$ cat config.mk
export PLATFORM = sky130hd
export DESIGN_NAME = score_keeper_flat
export DESIGN_NICKNAME = d
export VERILOG_FILES = /design/src/rtl/score_keeper_if.sv /design/src/rtl/score_keeper.sv /design/src/flat_wrapper.sv
export SDC_FILE = /design/constraint.sdc
export NUM_CORES = 1
export LEC_CHECK = 0
export ABC_AREA = 1
export BUFFER_PORTS_ARGS = -buffer_cell sky130_fd_sc_hd__clkbuf_2
export CAP_MARGIN = 5
export CORE_ASPECT_RATIO = 0.6
export CORE_UTILIZATION = 52
export CTS_CLUSTER_DIAMETER = 200
export DETAILED_ROUTE_END_ITERATION = 10
export PLACE_DENSITY_LB_ADDON = 0.08
export SLEW_MARGIN = 0
export SYNTH_ARGS = -nofsm -noshare
export SYNTH_HDL_FRONTEND = slang
export SYNTH_SLANG_ARGS = --single-unit
export TNS_END_PERCENT = 20
$ cat constraint.sdc
create_clock -name clk -period 5.3 [get_ports clk]
set_clock_uncertainty 0.1 [all_clocks]
set_input_delay 0.265 -clock clk [delete_from_list [all_inputs] [get_ports clk]]
set_output_delay 0.265 -clock clk [all_outputs]
set_load 0.01 [all_outputs]
$ cat src/rtl/score_keeper_if.sv
// score_keeper_if
//   Groups the lane-side inputs and the score/display outputs of one
//   score_keeper instance.
//   master : drives active, pt_bus, miss; observes the score outputs.
//   slave  : the score_keeper itself.
//   Signals:
//     active     game running (score and combo frozen when low)
//     pt_bus     NLIGHT concatenated signed 4-bit point codes
//     miss       one-cycle strobe, lit light left the column unpressed
//     score_bin  clamped score, unsigned binary
//     score_bcd  {hundreds, tens, ones} of the last completed conversion
//     combo      consecutive-hit count (saturates at 99)
//     max_combo  largest combo since reset
//     hit        registered pulse after a cycle with a positive sum
//     bcd_busy   binary-to-BCD conversion in progress
interface score_keeper_if #(
   parameter int NLIGHT = 5
);
   logic                  active;
   logic [4*NLIGHT-1:0]   pt_bus;
   logic                  miss;
   logic [9:0]            score_bin;
   logic [11:0]           score_bcd;
   logic [6:0]            combo;
   logic [6:0]            max_combo;
   logic                  hit;
   logic                  bcd_busy;

   modport master (
      output active, pt_bus, miss,
      input  score_bin, score_bcd, combo, max_combo, hit, bcd_busy
   );

   modport slave (
      input  active, pt_bus, miss,
      output score_bin, score_bcd, combo, max_combo, hit, bcd_busy
   );
endinterface

$ cat src/rtl/score_keeper.sv
// score_keeper
//   Sums the signed point codes of one lane's light column, keeps a clamped
//   score, a hit combo and a best combo, and converts the score to three BCD
//   digits with a sequential double-dabble engine (IDLE -> SHIFT x10 -> DONE).
//   Ports:
//     clk    system clock, all state changes on its rising edge
//     rst_n  synchronous active-low reset
//     sk     score_keeper_if slave modport (lane inputs, score outputs)
module score_keeper #(
   parameter int NLIGHT      = 5,
   parameter int COMBO_BONUS = 10,
   parameter int SCORE_MAX   = 999
) (
   input  logic           clk,
   input  logic           rst_n,
   score_keeper_if.slave  sk
);

   localparam logic signed [11:0] SCORE_MAX_S = 12'(SCORE_MAX);
   localparam logic [9:0]         SCORE_MAX_B = 10'(SCORE_MAX);
   localparam logic [6:0]         BONUS_LEN   = 7'(COMBO_BONUS);
   localparam logic [6:0]         COMBO_CAP   = 7'd99;

   // ---------------- point sum ----------------
   logic signed [6:0] code_ext [NLIGHT];
   logic signed [6:0] sum;

   genvar gi;
   generate
      for (gi = 0; gi < NLIGHT; gi++) begin : g_ext
         assign code_ext[gi] = {{3{sk.pt_bus[4*gi+3]}}, sk.pt_bus[4*gi +: 4]};
      end
   endgenerate

   always_comb begin
      sum = '0;
      for (int i = 0; i < NLIGHT; i++) begin
         sum = sum + code_ext[i];
      end
   end

   // ---------------- score / combo ----------------
   logic [9:0]         score_reg, score_next;
   logic [6:0]         combo_reg, combo_next;
   logic [6:0]         max_reg, max_next;
   logic               hit_reg;
   logic               sum_pos, sum_neg, bonus;
   logic signed [11:0] sum_ext, delta, total;

   assign sum_pos = (sum > 7'sd0);
   assign sum_neg = sum[6];
   // A miss in the same cycle as a hit breaks the streak, so no doubling.
   assign bonus   = sum_pos && (combo_reg >= BONUS_LEN) && !sk.miss;
   assign sum_ext = {{5{sum[6]}}, sum};
   assign delta   = bonus ? (sum_ext + sum_ext) : sum_ext;
   assign total   = $signed({2'b00, score_reg}) + delta;

   always_comb begin
      score_next = total[9:0];
      if (total < 12'sd0) begin
         score_next = '0;
      end else if (total > SCORE_MAX_S) begin
         score_next = SCORE_MAX_B;
      end

      combo_next = combo_reg;
      if (sk.miss || sum_neg) begin
         combo_next = '0;
      end else if (sum_pos) begin
         combo_next = (combo_reg >= COMBO_CAP) ? COMBO_CAP : combo_reg + 7'd1;
      end

      max_next = (combo_next > max_reg) ? combo_next : max_reg;
   end

   always_ff @(posedge clk) begin
      if (!rst_n) begin
         score_reg <= '0;
         combo_reg <= '0;
         max_reg   <= '0;
         hit_reg   <= 1'b0;
      end else if (sk.active) begin
         score_reg <= score_next;
         combo_reg <= combo_next;
         max_reg   <= max_next;
         hit_reg   <= sum_pos;
      end else begin
         hit_reg   <= 1'b0;
      end
   end

   // ---------------- double-dabble converter ----------------
   typedef enum logic [1:0] {IDLE, SHIFT, DONE} conv_state_t;

   conv_state_t state_reg, state_next;
   logic [9:0]  bin_reg, bin_next;
   logic [11:0] acc_reg, acc_next;
   logic [11:0] acc_adj;
   logic [9:0]  last_conv_reg, last_conv_next;
   logic [3:0]  cnt_reg, cnt_next;
   logic [11:0] bcd_reg, bcd_next;
   logic        busy_reg, busy_next;

   generate
      for (gi = 0; gi < 3; gi++) begin : g_adj
         assign acc_adj[4*gi +: 4] = (acc_reg[4*gi +: 4] >= 4'd5) ?
                                     acc_reg[4*gi +: 4] + 4'd3 : acc_reg[4*gi +: 4];
      end
   endgenerate

   always_comb begin
      state_next     = state_reg;
      bin_next       = bin_reg;
      acc_next       = acc_reg;
      last_conv_next = last_conv_reg;
      cnt_next       = cnt_reg;
      bcd_next       = bcd_reg;
      busy_next      = busy_reg;
      case (state_reg)
         IDLE: begin
            // Changes arriving mid-conversion are picked up here afterwards.
            if (score_reg != last_conv_reg) begin
               bin_next       = score_reg;
               last_conv_next = score_reg;
               acc_next       = '0;
               cnt_next       = '0;
               busy_next      = 1'b1;
               state_next     = SHIFT;
            end
         end
         SHIFT: begin
            acc_next = {acc_adj[10:0], bin_reg[9]};
            bin_next = {bin_reg[8:0], 1'b0};
            cnt_next = cnt_reg + 4'd1;
            if (cnt_reg == 4'd9) begin
               state_next = DONE;
            end
         end
         DONE: begin
            bcd_next   = acc_reg;
            busy_next  = 1'b0;
            state_next = IDLE;
         end
         default: begin
            state_next = IDLE;
         end
      endcase
   end

   always_ff @(posedge clk) begin
      if (!rst_n) begin
         state_reg     <= IDLE;
         bin_reg       <= '0;
         acc_reg       <= '0;
         last_conv_reg <= '0;
         cnt_reg       <= '0;
         bcd_reg       <= '0;
         busy_reg      <= 1'b0;
      end else begin
         state_reg     <= state_next;
         bin_reg       <= bin_next;
         acc_reg       <= acc_next;
         last_conv_reg <= last_conv_next;
         cnt_reg       <= cnt_next;
         bcd_reg       <= bcd_next;
         busy_reg      <= busy_next;
      end
   end

   assign sk.score_bin = score_reg;
   assign sk.score_bcd = bcd_reg;
   assign sk.combo     = combo_reg;
   assign sk.max_combo = max_reg;
   assign sk.hit       = hit_reg;
   assign sk.bcd_busy  = busy_reg;

endmodule

$ cat src/flat_wrapper.sv
// flat-port wrapper written by rule: the top's interface ports become plain ports
module score_keeper_flat 
#(
   parameter int NLIGHT      = 5,
   parameter int COMBO_BONUS = 10,
   parameter int SCORE_MAX   = 999
)
  (clk, rst_n, sk_active, sk_pt_bus, sk_miss, sk_score_bin, sk_score_bcd, sk_combo, sk_max_combo, sk_hit, sk_bcd_busy);
  score_keeper_if #(.NLIGHT(NLIGHT)) sk_i ();
  input  logic clk;
  input  logic rst_n;
  input wire logic [$bits(sk_i.active)-1:0] sk_active;
  input wire logic [$bits(sk_i.pt_bus)-1:0] sk_pt_bus;
  input wire logic [$bits(sk_i.miss)-1:0] sk_miss;
  output wire logic [$bits(sk_i.score_bin)-1:0] sk_score_bin;
  output wire logic [$bits(sk_i.score_bcd)-1:0] sk_score_bcd;
  output wire logic [$bits(sk_i.combo)-1:0] sk_combo;
  output wire logic [$bits(sk_i.max_combo)-1:0] sk_max_combo;
  output wire logic [$bits(sk_i.hit)-1:0] sk_hit;
  output wire logic [$bits(sk_i.bcd_busy)-1:0] sk_bcd_busy;
  assign sk_i.active = sk_active;
  assign sk_i.pt_bus = sk_pt_bus;
  assign sk_i.miss = sk_miss;
  assign sk_score_bin = sk_i.score_bin;
  assign sk_score_bcd = sk_i.score_bcd;
  assign sk_combo = sk_i.combo;
  assign sk_max_combo = sk_i.max_combo;
  assign sk_hit = sk_i.hit;
  assign sk_bcd_busy = sk_i.bcd_busy;
  score_keeper #(.NLIGHT(NLIGHT), .COMBO_BONUS(COMBO_BONUS), .SCORE_MAX(SCORE_MAX)) u_core (.clk(clk), .rst_n(rst_n), .sk(sk_i));
endmodule
Yosys cells after proc, flatten, opt, wreduce, memory -nomap -nowiden
Cells that the tools add are included.
{ "totals": {"reg_bits": 76, "latch_bits": 0, "ram_bits": 0, "mem_bits_ro": 0, "input_bits": 24, "output_inout_bits": 38, "word_cells": 70, "n_memories": 0} }
{ "op_classes": {"addsub": 11, "multipliers": 0, "div": 0, "n_lt_le_gt_ge": 9, "eq_ne": 6, "shifts": 0, "mux": 20, "bitwise": 0, "reduce_logical": 13} }
{ "ops": {"columns": ["op", "count"], "rows": [
  ["$mux 10", 3],
  ["$mux 12", 2],
  ["$pmux 12 s2", 1],
  ["$mux 7", 3],
  ["$pmux 10 s2", 1],
  ["$add 7x4->7", 2],
  ["$add 11x12->12", 1],
  ["$ge 4x3->1 const B", 3],
  ["$gt 12x11->1 const B", 1],
  ["$lt 12x1->1 const B", 1],
  ["$mux 4", 3],
  ["$reduce_and 2->1", 6],
  ["$ne 10x10->1", 1],
  ["$add 4x2->4 const B", 2],
  ["$add 7x7->8", 1],
  ["$pmux 4 s2", 1],
  ["$add 7x1->7 const B", 1],
  ["$ge 7x4->1 const B", 1],
  ["$ge 7x7->1 const B", 1],
  ["$gt 7x1->1 const B", 1],
  ["$gt 7x7->1", 1],
  ["$add 5x4->6", 1],
  ["$add 4x4->5", 1],
  ["$add 4x1->4 const B", 1],
  ["15 further kinds", 19]
]} }

Depth between registers and ports, before layout
Gate-level depths: netlist (run 1).
{ "logic_depth": {"depth_word": 12, "depth_mapped": 35, "mapped_depth_nobuf": 34} }

Worst setup path after synthesis (run 1)
Ideal clock, no wire load.
{ "synth_timing": {"path_type": "input -> register", "start": "in sk_pt_bus[1]", "end": "reg u_core.score_reg[5], in the netlist u_core.sk.score_bin[5]", "setup_ps": 70, "t_arrival_ps": 5074, "required_time_ps": 5130, "path_slack_ps": 56, "cell_stages": 32, "path_buffers": 0, "cell_sequence": "inv_1 fa_1 inv_1 ha_1 inv_1 fa_1 xor2_1 fa_1 inv_1 ha_1 or2_1 nand3b_1 nand2_1 nand2_1 nand2_2 nor2_4 nand3_1 inv_2 nor2_1 ha_1 fa_1 nand2_1 nand3_1 nand3_1 nand2_1 nand2_1 nand2_1 nor2_1 nand4_2 nand3_1 nand2_1 a21oi_1"} }
{ "synth_via": {"elab_chain_cells": 12, "word_cells_on_any_way": 14, "cone_classes": "add/sub (6); order compare (3); mux (3); reduce/logical (2)"} }
{ "synth_rtl": {"columns": ["item", "line_no", "rtl"], "rows": [
  ["from (decl)", "flat_wrapper.sv:13", "input wire logic [$bits(sk_i.pt_bus)-1:0] sk_pt_bus;"],
  ["$add 4x4->5 *", "score_keeper.sv:38", "sum = sum + code_ext[i];"],
  ["$add 5x4->6 *", "score_keeper.sv:38", null],
  ["$add 7x4->7 * (2 in a row)", "score_keeper.sv:38", null],
  ["$gt 7x1->1", "score_keeper.sv:50", "assign sum_pos = (sum > 7'sd0);"],
  ["$logic_and 1x1->1 (2 in a row)", "score_keeper.sv:53", "assign bonus = sum_pos && (combo_reg >= BONUS_LEN) && !sk.miss;"],
  ["$mux 12 *", "score_keeper.sv:55", "assign delta = bonus ? (sum_ext + sum_ext) : sum_ext;"],
  ["$add 11x12->12 *", "score_keeper.sv:56", "assign total = $signed({2'b00, score_reg}) + delta;"],
  ["$gt 12x11->1", "score_keeper.sv:62", "end else if (total > SCORE_MAX_S) begin"],
  ["$mux 10", "score_keeper.sv:62", null],
  ["$mux 10 *", "score_keeper.sv:60", "if (total < 12'sd0) begin"],
  ["to (signal assigned)", "score_keeper.sv:83", "score_reg <= score_next;"],
  ["to (decl)", "score_keeper.sv:43", "logic [9:0] score_reg, score_next;"]
]} }
Mark *: on every way between the ends. The rest lies on a longest branch, timed or not.
A chain may end at the register's enable or synchronous reset.

Final worst setup path (run 1)
Ends and elaborated chain as after synthesis.

==> out/metrics.cfg, run 1 <==
[drt]
drc_errors=0
ant_nets=0
drt-total-wl_microns=12950
dr.pass1.iters=5
viasPerCell=5.390
drtIter0Drc=399
via_count=4959
wl_per_cell_microns=14.07

[floorplan]
pin_count=62
die_y_microns=77.53
row_count=27
initial_core_util_pct=53.80
dieArea_sq_um=9914
fp.dieW_microns=127.9
core-area_sq_um=9189

[sta]
post-route-period-util_pct=94.72
setup_slack_ps=279.6
fin_setup_tns_ps=0
period_minus_slack_ps=5020
worst_slew_pin_slew_ps=660.8
setup_viol_count_final=0
slew_viol_final=0
fmax_mhz=199.2
hold_viol=0
relSlewSlack_pct=55.95

[yosys]
syn_avg_cell_area_sq_um=7.144
async_flop_share_pct=0
synth_seq_cells=76
syn_inst=692
synth_nets=767
netlist_area_sq_um=4943
synth_seq_area_share_pct=30.78
synth-edff-count=0
synth_ff_type=dfxtp_1
synth_cell_types=41
yosys_warnings=0

[worst_setup_path]
worstPathRequired_ps=5460
critical-path-top-delay-family=adder cells
endpoint_kind=flop
max_stage_delay_ps=490
crit_path_start=sk_pt_bus[1]
crit_top_cell=inv_1
critPathArrivalTime_ps=5180
startpoint_type=input port
cp_max_fo=7
r2r-start=u_core.sk.combo[0]
crit_buf_inv=6
critPathSlowestCell=fa_1
crit_type=in -> reg

[cells_and_area]
diodes=0
final_core_util_pct=66.75
fill_cells=843
fin_area_sq_um=6133
drive_above_1_share_pct=20.51
nNetsFinal=860
finalNonFillerCells=920
seq_area_sq_um=1521
multi_input_area_sq_um=3112
area_growth_pct=24.07

[placed_design]
place_congestion=0.9126
place_inst=903
post_dp_cell_area_sq_um=5632
port-buffer-count=61
pre_cts_ws_ps=-350.4
detailed_place_hpwl_microns=9520

[global_route]
grt_max_degree=37
grt_pass1_vias=4274
grt_pass1_wl_microns=20440
grtUsageTotal_pct=25.97
grt_antenna_before_repair=0
gr-total-overflow=0

[worst_hold_path]
hp-start=sk_active
min_path_type=in -> reg

[clocking]
clock_latency_ps=340
clk_pin_slew_worst_paths_ps=60
cts_root_buffer=clkbuf_16
numCtsBuffers=9
cts_tree=done
clock_path_buffers=2
ctsHoldBuffers=0
h-tree-depth=3
cts.sinks=76

[power]
peakVddDrop_v=0.0003237
p_leak_nw=2.866
power_density_nw_per_um2=703.9

[run_status]
status=finished, final reports clean

[flow_run]
drv_cap=0

[cell usage in the layout, fill, tap and decap left out, types with 3 or more instances in the layout]
master,Yosys,layout
nor3_1,5,5
ha_4,0,4
dfxtp_1,76,76
ha_1,38,33
nand3b_1,3,3
xor2_1,10,9
nand2_1,120,118
a21oi_1,84,78
a21oi_2,1,7
clkbuf_2,0,61
o21ai_1,5,7
nor2_4,2,4
o211ai_1,3,3
nand3_1,61,58
o21ai_2,1,4
xnor2_1,9,8
nand4_1,11,11
xnor2_2,2,3
o21ai_0,51,46
buf_4,0,43
inv_1,102,101
fa_2,0,3
fa_1,13,10
nand3_2,1,3
nand2_2,1,3
clkinv_1,3,3
o21a_1,3,3
a31oi_1,5,5
clkbuf_16,0,9
nor2_1,43,41
[power breakdown]
| group | switching, W | internal [W] | total (W) |
|---|---|---|---|
| registers | 0.000107 | 0.000671 | 0.000777 |
| clock network | 0.000240 | 0.000376 | 0.000616 |
| logic | 0.00170 | 0.00122 | 0.00292 |
| total | 0.00205 | 0.00227 | 0.00432 |
[final cells by class]
cell class	count	area share (%)
Timing Repair Buffer	104	10.24
Inverter	107	6.630
Clock buffer	10	3.896
Clock inverter	6	1.040
Sequential cell	76	24.81
Multi-Input combinational cell	487	50.73
Tap cell	130	2.652
[layer usage]
metal	global-route usage (%)	share of wire, %	vias to the layer above
li1	-	-	2472
met1	38.47	50	2290
met2	38.32	43	177
met3	5.655	6.4	20
met4	5.412	1.1	0
met5	0	0	-
[through the flow]
stage	total power [W]	hold WS, ps
global route	0.004671	287.9
finish	0.004317	275.8
detailed placement	0.003314	360.2
CTS	0.003943	255.8
global placement	0.003263	356.5
floorplan	0.002390	330.5
[path summary, 6_finish.rpt]
kind	to	slack, ps	cells past startpoint
setup / recovery	u_core.sk.score_bin[5]	280	30
hold / removal	u_core.sk.combo[4]	280	2
setup reg to reg	u_core.sk.score_bin[5]	1980	19
hold reg to reg	u_core.cnt_reg[3]	370	1
[cell families (layout without fill, tap and decap cells)]
family / count (synthesis) / after routing / synth area share [%]
AND/OR/NAND/NOR: 251 / 252 / 22.48
multiplexers: 1 / 1 / 0.2025
flip-flops: 76 / 76 / 30.78
adder cells (fa/ha/maj): 51 / 51 / 14.88
buffers and inverters: 130 / 227 / 10.20
AO/OA/AOI/OAI: 162 / 162 / 17.44
XOR/XNOR: 21 / 21 / 4.024
[synth_stat cells, types with 3 or more instances]
master    count  area, sq um
a31oi_1       5        31.28
xnor2_1       9        78.83
buf_2         4        20.02
o211ai_1      3        22.52
o21ai_0      51        255.2
clkbuf_1     18        67.56
nand3_1      61        305.3
xor2_1       10        87.58
nand4_1      11        68.82
o21ai_1       5        25.02
a21oi_1      84        420.4
nor3_1        5        25.02
fa_1         13        260.3
inv_1       102        382.9
ha_1         38        475.5
nor2_1       43        161.4
o21a_1        3        22.52
dfxtp_1      76         1521
clkinv_1      3        11.26
nand3b_1      3        22.52
nand2_1     120        450.4
[what timing repair did]
item / CTS / global route
cloned: 0 / 1
setup endpoints to repair: 1 / 17
resized for setup: 1 / 40
hold endpoints to repair: 0 / 0
buffers inserted: 0 / 0
pin swaps: 0 / 9
No activity file was read; power rests on OpenSTA's default activity.
==> inputs of run 2 (changes only) <==
==> constraint.sdc (replaced) <==
create_clock -name clk -period 4.3 [get_ports clk]
set_clock_uncertainty 0.1 [all_clocks]
set_input_delay 0.215 -clock clk [delete_from_list [all_inputs] [get_ports clk]]
set_output_delay 0.215 -clock clk [all_outputs]
set_load 0.01 [all_outputs]
==> run 2 against run 1 <==
  * The run now ends with setup timing left
  * Critical path depth grew 2
  * Largest power group unchanged
  * Largest cell class unchanged
  * Critical endpoint is now u_core.sk.score_bin[6]
  * Global-route usage grew 0.52 points
  * Hold slack gained 3.3 ps
  * Sequential power grew 23%
  * Final area grew 8.5%
  * Routed wire length is essentially flat
  * Flip-flop and latch count is the same
  * Highest routed layer unchanged
  * Non-clock buffer count grew 21
==> out/metrics.cfg, run 2 (synthesized netlist as in run 1, its figures left out) <==
[floorplan]
row_count=27  ; unchanged
dieArea_sq_um=9914  ; unchanged
initial_core_util_pct=53.80  ; unchanged
core-area_sq_um=9189  ; unchanged
die_y_microns=77.53  ; unchanged
fp.dieW_microns=127.9  ; unchanged
pin_count=62  ; unchanged

[global_route]
met2_usage_pct=43.21  ; +4.9 points
grt_pass1_wl_microns=21270  ; +4.0%
use_met3_pct=5.034  ; -0.62 points
grt_max_degree=37  ; unchanged
top_usage_layer=met2
grt_pass1_vias=4599  ; +7.6%
grt_antenna_before_repair=0  ; unchanged
grtUsageTotal_pct=26.48  ; +0.52 points
gr-total-overflow=0  ; unchanged
grt_use_met1_pct=36.96  ; -1.5 points

[cells_and_area]
fill_cells=724  ; -14%
mostFrequentLayoutCells=nand2_1 (103), inv_1 (92), dfxtp_1 (76), a21oi_1 (72), clkbuf_2 (59)
area_growth_pct=34.65
drive_above_1_share_pct=28.57  ; +8.1 points
diodes=0  ; unchanged
nNetsFinal=882  ; +2.6%
final_common_cell=nand2_1
seq_area_sq_um=1521  ; unchanged
multi_input_area_sq_um=3406  ; +9.4%
final_core_util_pct=72.44  ; +5.7 points

[placed_design]
detailed_place_hpwl_microns=9076  ; -4.7%
port-buffer-count=61  ; unchanged
place_congestion=0.8980  ; -1.6%

[drt]
wl_per_cell_microns=13.75  ; -2.3%
drtIter0Drc=299  ; -25%
ant_nets=0  ; unchanged
drt-total-wl_microns=12950  ; about the same
drc_errors=0  ; unchanged
dr.pass1.iters=6  ; +1
via_count=5017  ; +1.2%
viasPerCell=5.326  ; -1.2%

[worst_setup_path]
endpoint_kind=flop
crit_type=in -> reg
crit_top_cell=nand2_1
max_stage_delay_ps=520  ; +30 ps
r2r_cells=18  ; -1
r2r_setup_slack_ps=1010  ; -970 ps
worstPathRequired_ps=4450  ; -1010 ps
cp_max_fo=7  ; unchanged
critPathArrivalTime_ps=5030  ; -150 ps
startpoint_type=input port
critPathSlowestCell=fa_1

[clocking]
cts_root_buffer=clkbuf_16
clk_pin_slew_worst_paths_ps=50  ; about the same
clock_latency_ps=320  ; -20 ps
cts_tree=done
numCtsBuffers=9  ; unchanged
cts.sinks=76  ; unchanged
h-tree-depth=3  ; unchanged
clock_path_buffers=2  ; unchanged

[power]
internal-power_w=0.003292  ; +45%
pwr-share-seq_pct=15.7  ; -2.3 points
p_sw_w=0.002767  ; +35%
p_total_w=0.006060  ; +40%
p_clk_share_pct=13.1  ; -1.2 points
peakVddDrop_v=0.0004962  ; +53%
p_comb_share_pct=71.2  ; +3.5 points
power_density_nw_per_um2=910.3  ; +29%
p_leak_nw=3.026  ; +5.6%
p_sw_share_pct=45.67  ; -1.9 points

[sta]
fmax_mhz=204.9
slew_viol_final=0  ; unchanged
rsz0062_at_grt=true
setup_slack_ps=-579.9  ; -859.5 ps
setup_viol_count_final=17  ; +17
worst_slew_pin_slew_ps=729.1  ; +68.30 ps
post-route-period-util_pct=113.5
relSlewSlack_pct=51.10  ; -4.9 points
hold_viol=0  ; unchanged
fin_setup_tns_ps=-8176  ; -8176 ps
period_minus_slack_ps=4880

[flow_run]
drv_cap=0  ; unchanged

[worst_hold_path]
min_path_type=in -> reg
hold_path_depth=2  ; unchanged

[run_status]
status=finished, violations left
violations=setup timing

## run 2: cell count changes in the layout (fill, tap and decap cells not counted), moves of 4 or more
cell     previous run  this run
inv_2               1         9
a21oi_1            78        72
buf_6               0         6
nand2_2             3        17
o21ai_0            46        40
nand2_1           118       103
buf_4              43        58
inv_1             101        92
ha_4                4        10
ha_1               33        27
a21oi_4             0         4
nand3_1            58        53
## run 2: worst paths after layout
path / to / start
min: u_core.sk.combo[1] / sk_active
min reg2reg: u_core.last_conv_reg[0] / u_core.last_conv_reg[0]
max: u_core.sk.score_bin[6] / sk_pt_bus[5]
max reg2reg: u_core.sk.score_bin[6] / u_core.sk.combo[0]
## run 2: final cells by class
class	instances	share of cell area, %
Clock buffer	12	3.703
Sequential cell	76	22.86
Clock inverter	4	1.090
Multi-Input combinational cell	488	51.17
Tap cell	130	2.444
Inverter	107	6.222
Timing Repair Buffer	125	12.52
## run 2: critical path, delay by kind of cell
| family | cells | cell delay, ps |
|---|---|---|
| AO/OA/AOI/OAI | 3 | 380 |
| AND/OR/NAND/NOR | 17 | 1770 |
| buffers and inverters | 5 | 330 |
| adder cells (fa/ha/maj) | 7 | 2340 |
## run 2: through the flow
stage               setup WS (ps)  area, sq um  std cells  hold slack [ps]
floorplan                  -639.7         5022        692            330.5
global placement            -1003         5791        912            353.6
detailed placement          -1216         5791        912            369.3
CTS                        -537.4         6371        937            262.1
global route               -842.5         6656        942            289.7
finish                     -579.9         6656        942            279.1
## run 2: layer usage
metal / part of all wire (%) / up-vias
met5: 0 / -
met4: 1.2 / 0
met3: 5.1 / 21
met2: 46 / 134
met1: 48 / 2339
li1: - / 2523
## run 2: what timing repair did
| action | CTS | global route |
|---|---|---|
| hold buffers | 0 | 0 |
| pin swaps | 41 | 40 |
| setup buffers | 8 | 4 |
| endpoints found under the setup margin | 17 | 17 |
| gates resized for setup | 50 | 58 |
| gates cloned | 2 | 0 |
## run 2: power by group through the flow
stage	Sequential [W]	Clock, W	Combinational (W)
detailed placement	0.000957	0	0.00325
global route	0.000968	0.000842	0.00472
finish	0.000953	0.000794	0.00431
floorplan	0.000954	0	0.00206
CTS	0.000945	0.000806	0.00371
global placement	0.000951	0	0.00318
==> inputs of run 3 (changes only) <==
--- a/config.mk
+++ b/config.mk
@@ -13,6 +13,7 @@
 export CTS_CLUSTER_DIAMETER = 200
 export DETAILED_ROUTE_END_ITERATION = 10
 export PLACE_DENSITY_LB_ADDON = 0.08
+export REMOVE_ABC_BUFFERS = 1
 export SLEW_MARGIN = 0
 export SYNTH_ARGS = -nofsm -noshare
 export SYNTH_HDL_FRONTEND = slang
==> run 3 against run 2 <==
  * Hold slack lost 62 ps
  * Largest power group unchanged
  * Setup slack lost 22 ps
  * Sequential power grew 0.7%
  * Core utilization shrank 0.11 points
  * The flow still finishes with violations (setup timing)
  * Largest cell class unchanged
  * Die area is the same
  * Final area shrank 0.15%
  * First-iteration DRC count grew 10%
==> out/metrics.cfg, run 3 (synthesized netlist as in run 1, its figures left out) <==
[clocking]
cts.sinks=76  ; unchanged
cts_tree=done
clock_latency_ps=330  ; about the same
clk_pin_slew_worst_paths_ps=60  ; about the same
numCtsBuffers=9  ; unchanged
h-tree-depth=3  ; unchanged
clock_path_buffers=2  ; unchanged
cts_root_buffer=clkbuf_16

[worst_hold_path]
holdPathEnd=u_core.sk.combo[4]
hold_path_depth=2  ; unchanged
min_path_type=in -> reg
hp-start=sk_active

[floorplan]
core-area_sq_um=9189  ; unchanged
row_count=27  ; unchanged
fp.dieW_microns=127.9  ; unchanged
initial_core_util_pct=53.80  ; unchanged
dieArea_sq_um=9914  ; unchanged
pin_count=62  ; unchanged
die_y_microns=77.53  ; unchanged

[placed_design]
port-buffer-count=61  ; unchanged
place_inst=916  ; +0.44%
detailed_place_hpwl_microns=9329  ; +2.8%
place_congestion=0.8703  ; -3.1%

[run_status]
violations=setup timing
status=finished, violations left

[drt]
drt-total-wl_microns=13290  ; +2.7%
dr.pass1.iters=5  ; -1
viasPerCell=5.279  ; -0.88%
drc_errors=0  ; unchanged
drtIter0Drc=330  ; +10%
wl_per_cell_microns=14.05  ; +2.2%
via_count=4994  ; -0.46%
ant_nets=0  ; unchanged

[sta]
post-route-period-util_pct=114.0  ; +0.51 points
fmax_mhz=204.0  ; -0.45%
setup_slack_ps=-601.7  ; -21.82 ps
slew_viol_final=0  ; unchanged
hold_viol=0  ; unchanged
fin_setup_tns_ps=-8921  ; -744.6 ps
relSlewSlack_pct=48.41  ; -2.7 points
period_minus_slack_ps=4902  ; +21.82 ps
timing.hold.ws_ps=217.2  ; -61.90 ps
worst_slew_pin_slew_ps=769.1  ; +40.05 ps
setup_viol_count_final=17  ; unchanged
rsz0062_at_grt=true

[worst_setup_path]
worstPathRequired_ps=4470  ; +20 ps
max_stage_delay_ps=500  ; -20 ps
critPathArrivalTime_ps=5070  ; +40 ps
r2r_setup_slack_ps=910  ; -100 ps
regToRegEndpoint=u_core.sk.score_bin[0]
crit_buf_inv=6  ; +1
startpoint_type=input port
r2r-start=u_core.sk.combo[0]
r2r_cells=18  ; unchanged
endpoint_kind=flop
crit_type=in -> reg
critical-path-top-delay-family=adder cells
cp_max_fo=5  ; -2
critPathSlowestCell=fa_1
crit_top_cell=nand2_2

[global_route]
grt_antenna_before_repair=0  ; unchanged
grt_pass1_vias=4725  ; +2.7%
grtUsageTotal_pct=27.54  ; +1.1 points
grt_max_degree=39  ; +5.4%
grt_pass1_wl_microns=22020  ; +3.5%
gr-total-overflow=0  ; unchanged

[cells_and_area]
area_growth_pct=34.45
final_common_cell=nand2_1
diodes=0  ; unchanged
nNetsFinal=886  ; +0.45%
drive_above_1_share_pct=28.80  ; +0.23 points
finalNonFillerCells=946  ; +0.42%
mostFrequentLayoutCells=nand2_1 (96), inv_1 (94), dfxtp_1 (76), a21oi_1 (75), buf_4 (60)

[power]
peakVddDrop_v=0.0004891  ; -1.4%
p_total_w=0.006229  ; +2.8%
power_density_nw_per_um2=937.2  ; +3.0%
p_leak_nw=3.033  ; +0.22%

[flow_run]
drv_cap=0  ; unchanged

[run 3: cell count changes in the layout (fill, tap and decap cells not counted), moves of 3 or more]
cell and change:
a21oi_1 +3, nand2_2 +7, nand2_1 -7, a21oi_4 -3
[run 3: repair_timing]
item / 4_1_cts / 5_1_grt
pin swaps: 44 / 28
buffers inserted: 8 / 5
endpoints found under the setup margin: 17 / 17
endpoints found under the hold margin: 0 / 0
resized for setup: 77 / 40
cloned: 3 / 0
hold buffers: 0 / 0
[run 3: worst max path at each step]
stage                  from                     end  slack (ps)  cells after the start
2_1_floorplan  sk_pt_bus[1]  u_core.sk.score_bin[0]        -910                     32
3_5_place_dp   sk_pt_bus[1]  u_core.sk.score_bin[3]       -1370                     28
6_report       sk_pt_bus[1]  u_core.sk.score_bin[0]        -600                     32
3_3_place_gp   sk_pt_bus[1]  u_core.sk.score_bin[3]       -1230                     29
5_1_grt        sk_pt_bus[9]  u_core.sk.score_bin[0]        -890                     33
4_1_cts        sk_pt_bus[9]  u_core.sk.score_bin[7]        -630                     29
[run 3: layout make-up]
cell class	count	area (sq um)
Inverter	107	406.6
Fill cell	734	2542
Timing Repair Buffer	128	859.6
Multi-Input combinational cell	489	3395
Tap cell	130	162.7
Sequential cell	76	1521
Clock inverter	6	62.56
Clock buffer	10	239.0
[run 3: layer usage]
metal	share of wire, %	GRT usage [%]
met1	49	39.41
met2	44	42.50
met3	5.9	6.000
met4	0.91	5.529
met5	0	0
[run 3: metrics by stage]
step	utilization [%]	area, sq um	setup slack [ps]
after detailed placement	62.35	5729	-1371
after global placement	62.35	5729	-1233
after global routing	72.33	6646	-891.5
final	72.33	6646	-601.7
after floorplan	-	4841	-914.5
after CTS	70.06	6437	-634.1
[run 3: report_power, final]
group	leakage [nW]	total [W]	switching, W	internal (W)
registers	0.618	0.000960	0.000133	0.000827
logic	2.26	0.00451	0.00245	0.00207
clock network	0.153	0.000754	0.000290	0.000464
total	3.03	0.00623	0.00287	0.00336
